File: src/rtl/vx_warp_ibuffer_pkg.sv
// Shared types and defaults for the per-warp instruction buffer.
package vx_warp_ibuffer_pkg;

  localparam int IBUF_DEPTH = 2;
  localparam int IBUF_DATAW = 64;

  // One buffered decoded instruction (warp id is implied by the queue it sits in).
  typedef struct packed {
    logic [IBUF_DATAW-1:0] data;
  } ibuf_entry_t;

  // Pointer width; a 1-entry queue still needs a 1-bit pointer to be legal.
  function automatic int ibuf_ptr_bits(input int depth);
    return (depth > 1) ? $clog2(depth) : 1;
  endfunction

endpackage

File: src/rtl/vx_ibuf_queue.sv
// Single-warp instruction FIFO: count, read/write pointers and payload storage.
module vx_ibuf_queue
  import vx_warp_ibuffer_pkg::*;
#(
  parameter int DEPTH = IBUF_DEPTH,
  parameter int DATAW = IBUF_DATAW
) (
  input  logic             clk,
  input  logic             rst_n,
  input  logic             push,
  input  logic [DATAW-1:0] push_data,
  input  logic             pop,
  output logic [DATAW-1:0] head_data,
  output logic             valid,
  output logic             full,
  output logic             empty
);

  localparam int CNTW = $clog2(DEPTH + 1);
  localparam int PTRW = ibuf_ptr_bits(DEPTH);

  logic [CNTW-1:0]  count_q, count_d;
  logic [PTRW-1:0]  rd_ptr_q, rd_ptr_d;
  logic [PTRW-1:0]  wr_ptr_q, wr_ptr_d;
  logic [DATAW-1:0] mem_q [DEPTH];

  // Explicit compare-and-wrap so non-power-of-2 depths work.
  function automatic logic [PTRW-1:0] ptr_inc(input logic [PTRW-1:0] p);
    return (p == PTRW'(DEPTH - 1)) ? '0 : p + PTRW'(1);
  endfunction

  // Next-state for occupancy and pointers; simultaneous push/pop leaves count unchanged.
  always_comb begin
    count_d  = count_q;
    rd_ptr_d = rd_ptr_q;
    wr_ptr_d = wr_ptr_q;
    if (push) wr_ptr_d = ptr_inc(wr_ptr_q);
    if (pop)  rd_ptr_d = ptr_inc(rd_ptr_q);
    case ({push, pop})
      2'b10:   count_d = count_q + CNTW'(1);
      2'b01:   count_d = count_q - CNTW'(1);
      default: count_d = count_q;
    endcase
  end

  // Occupancy and pointer registers, cleared by reset (queued entries are discarded).
  always_ff @(posedge clk or negedge rst_n) begin
    if (!rst_n) begin
      count_q  <= '0;
      rd_ptr_q <= '0;
      wr_ptr_q <= '0;
    end else begin
      count_q  <= count_d;
      rd_ptr_q <= rd_ptr_d;
      wr_ptr_q <= wr_ptr_d;
    end
  end

  // Payload storage is not reset; validity comes from count alone.
  always_ff @(posedge clk) begin
    if (push) mem_q[wr_ptr_q] <= push_data;
  end

  assign valid     = (count_q != '0);
  assign empty     = ~valid;
  assign full      = (count_q == CNTW'(DEPTH));
  assign head_data = mem_q[rd_ptr_q];

  // Simulation checks on occupancy invariants.
  always @(posedge clk) begin
    if (rst_n) begin
      assert (!(push && full)) else $error("ibuf queue: push while full");
      assert (count_q <= CNTW'(DEPTH)) else $error("ibuf queue: count above depth");
    end
  end

endmodule

File: src/rtl/vx_warp_ibuffer.sv
// Per-warp instruction buffer between decode and issue: steers by warp id into per-warp FIFOs.
module vx_warp_ibuffer
  import vx_warp_ibuffer_pkg::*;
#(
  parameter int  NUM_WARPS = 4,
  parameter int  DEPTH     = IBUF_DEPTH,
  parameter int  DATAW     = IBUF_DATAW,
  localparam int NW_BITS   = $clog2(NUM_WARPS)
) (
  input  logic                       clk,
  input  logic                       reset_n,
  input  logic                       decode_valid,
  input  logic [NW_BITS-1:0]         decode_wid,
  input  logic [DATAW-1:0]           decode_data,
  output logic                       decode_ready,
  output logic [NUM_WARPS-1:0]       ibuf_valid,
  output logic [NUM_WARPS*DATAW-1:0] ibuf_data,
  input  logic [NUM_WARPS-1:0]       ibuf_ready,
  output logic [NUM_WARPS-1:0]       ibuf_pop,
  output logic [NUM_WARPS-1:0]       ibuf_empty
);

  logic [NUM_WARPS-1:0] push;
  logic [NUM_WARPS-1:0] pop;
  logic [NUM_WARPS-1:0] full;

  // Ready depends only on registered fullness of the addressed warp; a full warp
  // stays not-ready even if it pops this cycle.
  assign decode_ready = ~full[decode_wid];

  // Warp-id decode of the accepted instruction into a one-hot push.
  always_comb begin
    push = '0;
    for (int w = 0; w < NUM_WARPS; w++) begin
      push[w] = decode_valid & decode_ready & (decode_wid == NW_BITS'(w));
    end
  end

  assign pop      = ibuf_valid & ibuf_ready;
  assign ibuf_pop = pop;

  for (genvar w = 0; w < NUM_WARPS; w++) begin : g_queue
    vx_ibuf_queue #(
      .DEPTH (DEPTH),
      .DATAW (DATAW)
    ) u_queue (
      .clk       (clk),
      .rst_n     (reset_n),
      .push      (push[w]),
      .push_data (decode_data),
      .pop       (pop[w]),
      .head_data (ibuf_data[w*DATAW +: DATAW]),
      .valid     (ibuf_valid[w]),
      .full      (full[w]),
      .empty     (ibuf_empty[w])
    );
  end

  // Simulation check: the warp id must be known whenever an instruction is offered.
  always @(posedge clk) begin
    if (reset_n && decode_valid) begin
      assert (!$isunknown(decode_wid)) else $error("ibuf: X on decode_wid");
    end
  end

endmodule

File: config.mk
export PLATFORM = sky130hd
export DESIGN_NAME = vx_warp_ibuffer
export DESIGN_NICKNAME = d
export VERILOG_FILES = /design/src/rtl/vx_warp_ibuffer_pkg.sv /design/src/rtl/vx_ibuf_queue.sv /design/src/rtl/vx_warp_ibuffer.sv
export SDC_FILE = /design/constraint.sdc
export NUM_CORES = 1
export LEC_CHECK = 0
export BUFFER_PORTS_ARGS = -buffer_cell sky130_fd_sc_hd__buf_2
export CAP_MARGIN = 10
export CORE_MARGIN = 5
export CORE_UTILIZATION = 29
export CTS_BUF_LIST = sky130_fd_sc_hd__clkbuf_4 sky130_fd_sc_hd__clkbuf_8
export CTS_CLUSTER_DIAMETER = 40
export DETAILED_ROUTE_END_ITERATION = 8
export PLACE_DENSITY = 0.44
export SETUP_SLACK_MARGIN = 0.3
export SLEW_MARGIN = 20
export SYNTH_ARGS = -nofsm -noshare
export SYNTH_HDL_FRONTEND = slang
export SYNTH_SLANG_ARGS = --single-unit
File: constraint.sdc
create_clock -name clk -period 5 [get_ports clk]
set_clock_uncertainty 0.05 [all_clocks]
set_input_delay 0.25 -clock clk [delete_from_list [all_inputs] [get_ports clk]]
set_output_delay 0.25 -clock clk [all_outputs]
set_load 0.05 [all_outputs]
* Yosys cells after proc, flatten, opt, wreduce, memory -nomap -nowiden
Memory sizes are Yosys's and may differ from the RTL's.
Cells that the tools add are included.
W data, S select, Z words.
** Storage, ports and cells
- Register bits :: 16
- Memory bits (writable) :: 512
- Input port bits :: 73
- Output and inout port bits :: 269
- Logic and storage cells :: 90
- Memories :: 4
** Operators by class
- $add $sub $neg :: 16
- Order comparisons :: 1
- Equality and inequality tests :: 15
- Mux-type cells :: 22
- Bitwise gates (word level) :: 11
- Reduce and logical (&&, ||, !) cells :: 9
** Memory list
- g_queue[0].u_queue.mem_q :: words 2, bits a word 64, read ports 1, clocked after Yosys merged registers in 0, write ports 1, line vx_ibuf_queue.sv:25 : logic [DATAW-1:0] mem_q [DEPTH];
- g_queue[1].u_queue.mem_q :: words 2, bits a word 64, read ports 1, clocked after Yosys merged registers in 0, write ports 1, line vx_ibuf_queue.sv:25
- g_queue[2].u_queue.mem_q :: words 2, bits a word 64, read ports 1, clocked after Yosys merged registers in 0, write ports 1, line vx_ibuf_queue.sv:25
- g_queue[3].u_queue.mem_q :: words 2, bits a word 64, read ports 1, clocked after Yosys merged registers in 0, write ports 1, line vx_ibuf_queue.sv:25
** Operators by type and width (count)
- $eq A2 B2 Y1 const B :: 10
- $mux W1 :: 17
- $pmux W2 S2 :: 4
- $reduce_bool A2 Y1 :: 8
- $eq A2 B1 Y1 const B :: 5
- $add A1 B1 Y1 const B :: 8
- $add A2 B1 Y2 const B :: 4
- $sub A2 B1 Y2 const B :: 4
- $and A1 B1 Y1 :: 5
- $not A1 Y1 :: 5
- $and A4 B4 Y4 :: 1
- $lt A2 B3 Y1 const B :: 1
- $bmux W1 S2 :: 1
- $logic_not A2 Y1 :: 1

* Depth between registers and ports, before layout
- Word-level depth :: 8
- Mapped depth :: 6

* Hierarchy
Synthesis repeated with hierarchy kept, for this count alone.
** Second synthesis, totals
- Cell total of the unflattened synthesis :: 875
- Area total of the unflattened synthesis :: 20148.1 um^2
** Modules (own cells, without submodules)
- vx_ibuf_queue :: times used 4, cells an instance 216, area each 5014.8 um^2, seq. area each 3943.8 um^2
- vx_warp_ibuffer :: times used 1, cells an instance 11, area each 88.8 um^2, seq. area each 0.0 um^2

* Worst setup path before layout
OpenSTA, ideal clock, no wires.
- Path kind :: register to register
- Start point :: reg g_queue[2].u_queue.count_q[0]
- End point :: mem g_queue[2].u_queue.mem_q[0][0] (netlist name), enable pin
- Library setup time :: 487 ps
- Data arrival time :: 3409 ps
- Data required time :: 4463 ps
- Setup slack :: 1055 ps
- Stages on the path, launching flop included :: 4
- Buffers on the path :: 0
- Period minus slack after synthesis :: 3945 ps
- Path through :: dfrtp_1 nand2b_1 nand4b_1 nor2_1
** Between the ends
- Longest elaborated chain between the ends :: 8
** RTL lines
- from (decl) :: line vx_ibuf_queue.sv:22 : logic [CNTW-1:0] count_q, count_d;
- from (signal assigned) :: line vx_ibuf_queue.sv:53 : count_q <= count_d;
- $eq A2 B2 Y1 :: line vx_ibuf_queue.sv:66 : assign full = (count_q == CNTW'(DEPTH));
- $bmux W1 S2 :: line vx_warp_ibuffer.sv:29 : assign decode_ready = ~full[decode_wid];
- $mux W1 (not written as such) :: line vx_warp_ibuffer.sv:29
- $not A1 Y1 :: line vx_warp_ibuffer.sv:29
- $and A1 B1 Y1 (2 in series) :: line vx_warp_ibuffer.sv:35 : push[w] = decode_valid & decode_ready & (decode_wid == NW_BITS'(w));
- $mux W1 :: line vx_ibuf_queue.sv:61 : if (push) mem_q[wr_ptr_q] <= push_data;
- $mux W1 (not written as such) :: line vx_ibuf_queue.sv:61
- to (decl) :: line vx_ibuf_queue.sv:25
No other way between the ends. The select of a mux whose other input is x is not followed.

* Worst setup path in the final report
- Start point :: reg g_queue[3].u_queue.rd_ptr_q
- End point :: out ibuf_data[243]
** Between the ends
- Longest elaborated chain between the ends :: 1
** RTL lines
- from (decl) :: line vx_ibuf_queue.sv:23 : logic [PTRW-1:0] rd_ptr_q, rd_ptr_d;
- from (signal assigned) :: line vx_ibuf_queue.sv:54 : rd_ptr_q <= rd_ptr_d;
- $mem_v2 Z2 W64
- to (decl) :: line vx_warp_ibuffer.sv:17 : output logic [NUM_WARPS*DATAW-1:0] ibuf_data,
No other way between the ends.

==> run_results.csv <==
group,metric,value,unit
status,status,"finished clean",
power_and_ir_drop,clockPowerShare,28.8,%
floorplan,die-height,269.0,µm
clock_tree,post-cts-setup-buffers,0,
route,drt_iter0_drc,475,
global_routing,antenna_found_initial,0,
clock_tree,cts-buffers-inserted,103,
timing,finalSetupTns,0,ps
layout,nets,1454,
critical_path,worstSetupStartpointType,"register",
synthesis,yosysSeqAreaShare,81.08,%
power_and_ir_drop,power.density,610.6,nW/µm²
placed_design,dpl.hpwl,29950,µm
route,first_pass_iters,4,
synthesis,synth_common_cells,"512 x edfxtp_1, 256 x mux2_2, 20 x buf_6",
critical_path,crit_slowest_cell,"dfrtp_4",
floorplan,coreArea,66800,µm²
timing,worst_slew_pin_slew,1039,ps
timing,max_freq,0.3285,GHz
floorplan,rows,95,
route,drc,0,
synthesis,yosysTopAreaCell,"edfxtp_1",
route,via_count,9929,
clock_tree,clockBufferDepth,3,
global_routing,grt_max_degree,66,
layout,syn_to_final_growth,28.74,%
placed_design,io_buffers,341,
critical_path,worstSetupPathType,"register to primary output",
layout,antenna_cells,0,
power_and_ir_drop,vdd_drop_max,0.3374,mV
timing,slew_viol_final,0,
synthesis,synth_cell_type_count,22,
critical_path,crit_family,"flip-flops",
critical_path,worstPathMaxFanout,49,
synthesis,ys.flop_type,"edfxtp_1",
power_and_ir_drop,power.leakage,0.008887,µW
floorplan,die_w,269.0,µm
power_and_ir_drop,power_frac_seq,36.9,%
power_and_ir_drop,swShare,39.18,%
power_and_ir_drop,p_int,9303,µW
timing,setup_viol,0,
synthesis,synth_cells,885,
placed_design,gp_congestion,0.7320,
critical_path,endpoint_kind,"primary output",
flow_run,drv_cap,0,
synthesis,yosysWarnings,0,
timing,min_period,3044,ps
power_and_ir_drop,power_switching,5992,µW
synthesis,synth_area_leaders,"edfxtp_1 79%, mux2_2 15%, dfrtp_1 2.1%",
synthesis,netlist.area_leader.share,79.02,%
critical_path,crit_buf_inv,2,
global_routing,grt_usage,13.27,%
timing,worst_slack,1956,ps
timing,min_period_over_period,60.88,%
clock_tree,cts_tree,"done",
floorplan,die_area,72370,µm²
route,vias_per_cell,4.260,
global_routing,grt_pass1_vias,10720,
floorplan,pin_count,342,
synthesis,synth_area_per_cell,21.99,µm²
timing,slew-limit-headroom,30.70,%
route,final_antenna_net_count,0,
critical_path,path_cells,"buf_4, mux2_2, buf_2",
synthesis,synth_area,19460,µm²
clock_tree,clock-sinks,528,
synthesis,synth-edff-count,512,
synthesis,syn_nets,962,
synthesis,synth_most_common_cell,"edfxtp_1",
clock_tree,cts-root-buf,"clkbuf_8",
layout,layout-drive-gt1-share,54.53,%
synthesis,ys_ff_latch,528,
route,wl_per_cell,21.23,µm
route,wl,49490,µm
clock_tree,clock_latency,670,ps
critical_path,critPathArrivalTime,2740,ps
critical_path,slowest_delay,940,ps
floorplan,floorplan.initialDensity,29.13,%
global_routing,grt-ovfl-total,0,
global_routing,grt_pass1_wl,70700,µm
timing,hold_viol,0,
critical_path,crit_required,4700,ps
clock_tree,htree_levels,3,
power_and_ir_drop,pwr-share-comb,34.3,%
placed_design,post-place-ws,2272,ps
synthesis,async_flop_share,3.030,%
worst_hold_path,min_path_type,"input pin to register",
timing,rsz0062_at_grt,"no",
clock_tree,cts.clk_slew.worst_paths,60,ps
## through the flow
step / power (µW) / hold WS, ps / utilization (%) / cell area (µm²) / instances
after floorplan: 9777 / -95.59 / - / 19460 / 885
after global placement: 10970 / 171.5 / 33.05 / 22080 / 2069
after detailed placement: 11030 / 173.8 / 33.16 / 22150 / 2072
after CTS: 15590 / 27.50 / 37.45 / 25020 / 2330
after global routing: 15990 / 82.70 / 37.50 / 25050 / 2331
final: 15290 / 110.3 / 37.50 / 25050 / 2331
## tightest hold or removal path, stage by stage
cell and delay, ps:
buf_2 130, nand4b_1 320, xnor2_1 100
## registers in the layout, summed over array words and instances, names as in the netlist
register	count
g_queue.u_queue.rd_ptr_q	4
g_queue.u_queue.count_q	8
g_queue.u_queue.wr_ptr_q	4
g_queue.u_queue.mem_q	512
## layer usage
metal  vias up  track usage, %  routed length, µm
li1       4486               -                  -
met1      5079           16.75              20980
met2       290           21.77              23870
met3        74           4.070               3476
met4         0           4.683               1157
met5         -               0                  0
## worst paths after layout
check | startpoint | endpoint | slack (ps) | cells after the start
worst max-delay path | g_queue[3].u_queue.rd_ptr_q | ibuf_data[243] | 1960 | 3
worst min-delay path | decode_valid | g_queue[2].u_queue.wr_ptr_q | 110 | 3
worst max register to register | g_queue[1].u_queue.count_q[0] | g_queue[1].u_queue.mem_q[1][49] | 2360 | 4
worst min register to register | g_queue[2].u_queue.count_q[1] | g_queue[2].u_queue.count_q[1] | 440 | 1
max in group asynchronous | reset_n | g_queue[2].u_queue.rd_ptr_q | 3560 | 3
min in group asynchronous | reset_n | g_queue[3].u_queue.count_q[0] | 730 | 3
## what timing repair did
item / in CTS / in global routing
hold endpoints to repair: 534 / 0
resized for setup: 0 / 0
endpoints found under the setup margin: 0 / 0
hold buffers: 72 / 0
## kinds of logic after synthesis
kind of cell	synth area share, %
and+or+nand+nor	0.8232
xor gates and xnor gates	0.9003
DFF	81.08
adders and majority gates	0.2572
muxes	14.93
buffers and inverters	2.013
## cells in the final DEF, fill, tap and decap left out, types with 2 or more instances in the layout
cell | netlist | routed
nand2b_1 | 4 | 4
buf_16 | 0 | 3
dfrtp_4 | 0 | 4
dlygate4sd3_1 | 0 | 72
clkinvlp_4 | 0 | 10
nand4b_1 | 2 | 2
inv_1 | 7 | 7
bufinv_16 | 0 | 7
clkbuf_8 | 0 | 108
buf_2 | 4 | 341
nor2_1 | 11 | 4
buf_12 | 0 | 4
buf_4 | 16 | 6
edfxtp_1 | 512 | 512
and2_1 | 3 | 3
clkinv_2 | 0 | 15
clkinv_1 | 0 | 17
inv_8 | 0 | 2
or2_1 | 3 | 3
ha_1 | 4 | 4
dfrtp_1 | 16 | 12
mux2_2 | 256 | 256
xor2_1 | 8 | 8
xnor2_1 | 12 | 12
clkbuf_4 | 0 | 24
nor2_4 | 0 | 7
## power by group through the flow
stage          Sequential (µW)  Combinational (µW)  Clock (µW)
5_1_grt                   5710                5490        4790
2_1_floorplan             5430                4340           0
3_3_place_gp              5960                5010           0
3_5_place_dp              5840                5190           0
6_report                  5650                5240        4400
4_1_cts                   5750                5260        4580
## layout make-up
type                       count  area, µm²
timing repair buffer         427       2646
fill                        6272      41750
clock inverter                54      480.5
sequential                   528      15790
multi-input combinational    310       3348
inverter                       7      26.28
tap                          873       1092
clock buffer                 132       1667
No activity file was read; power rests on OpenSTA's default activity.
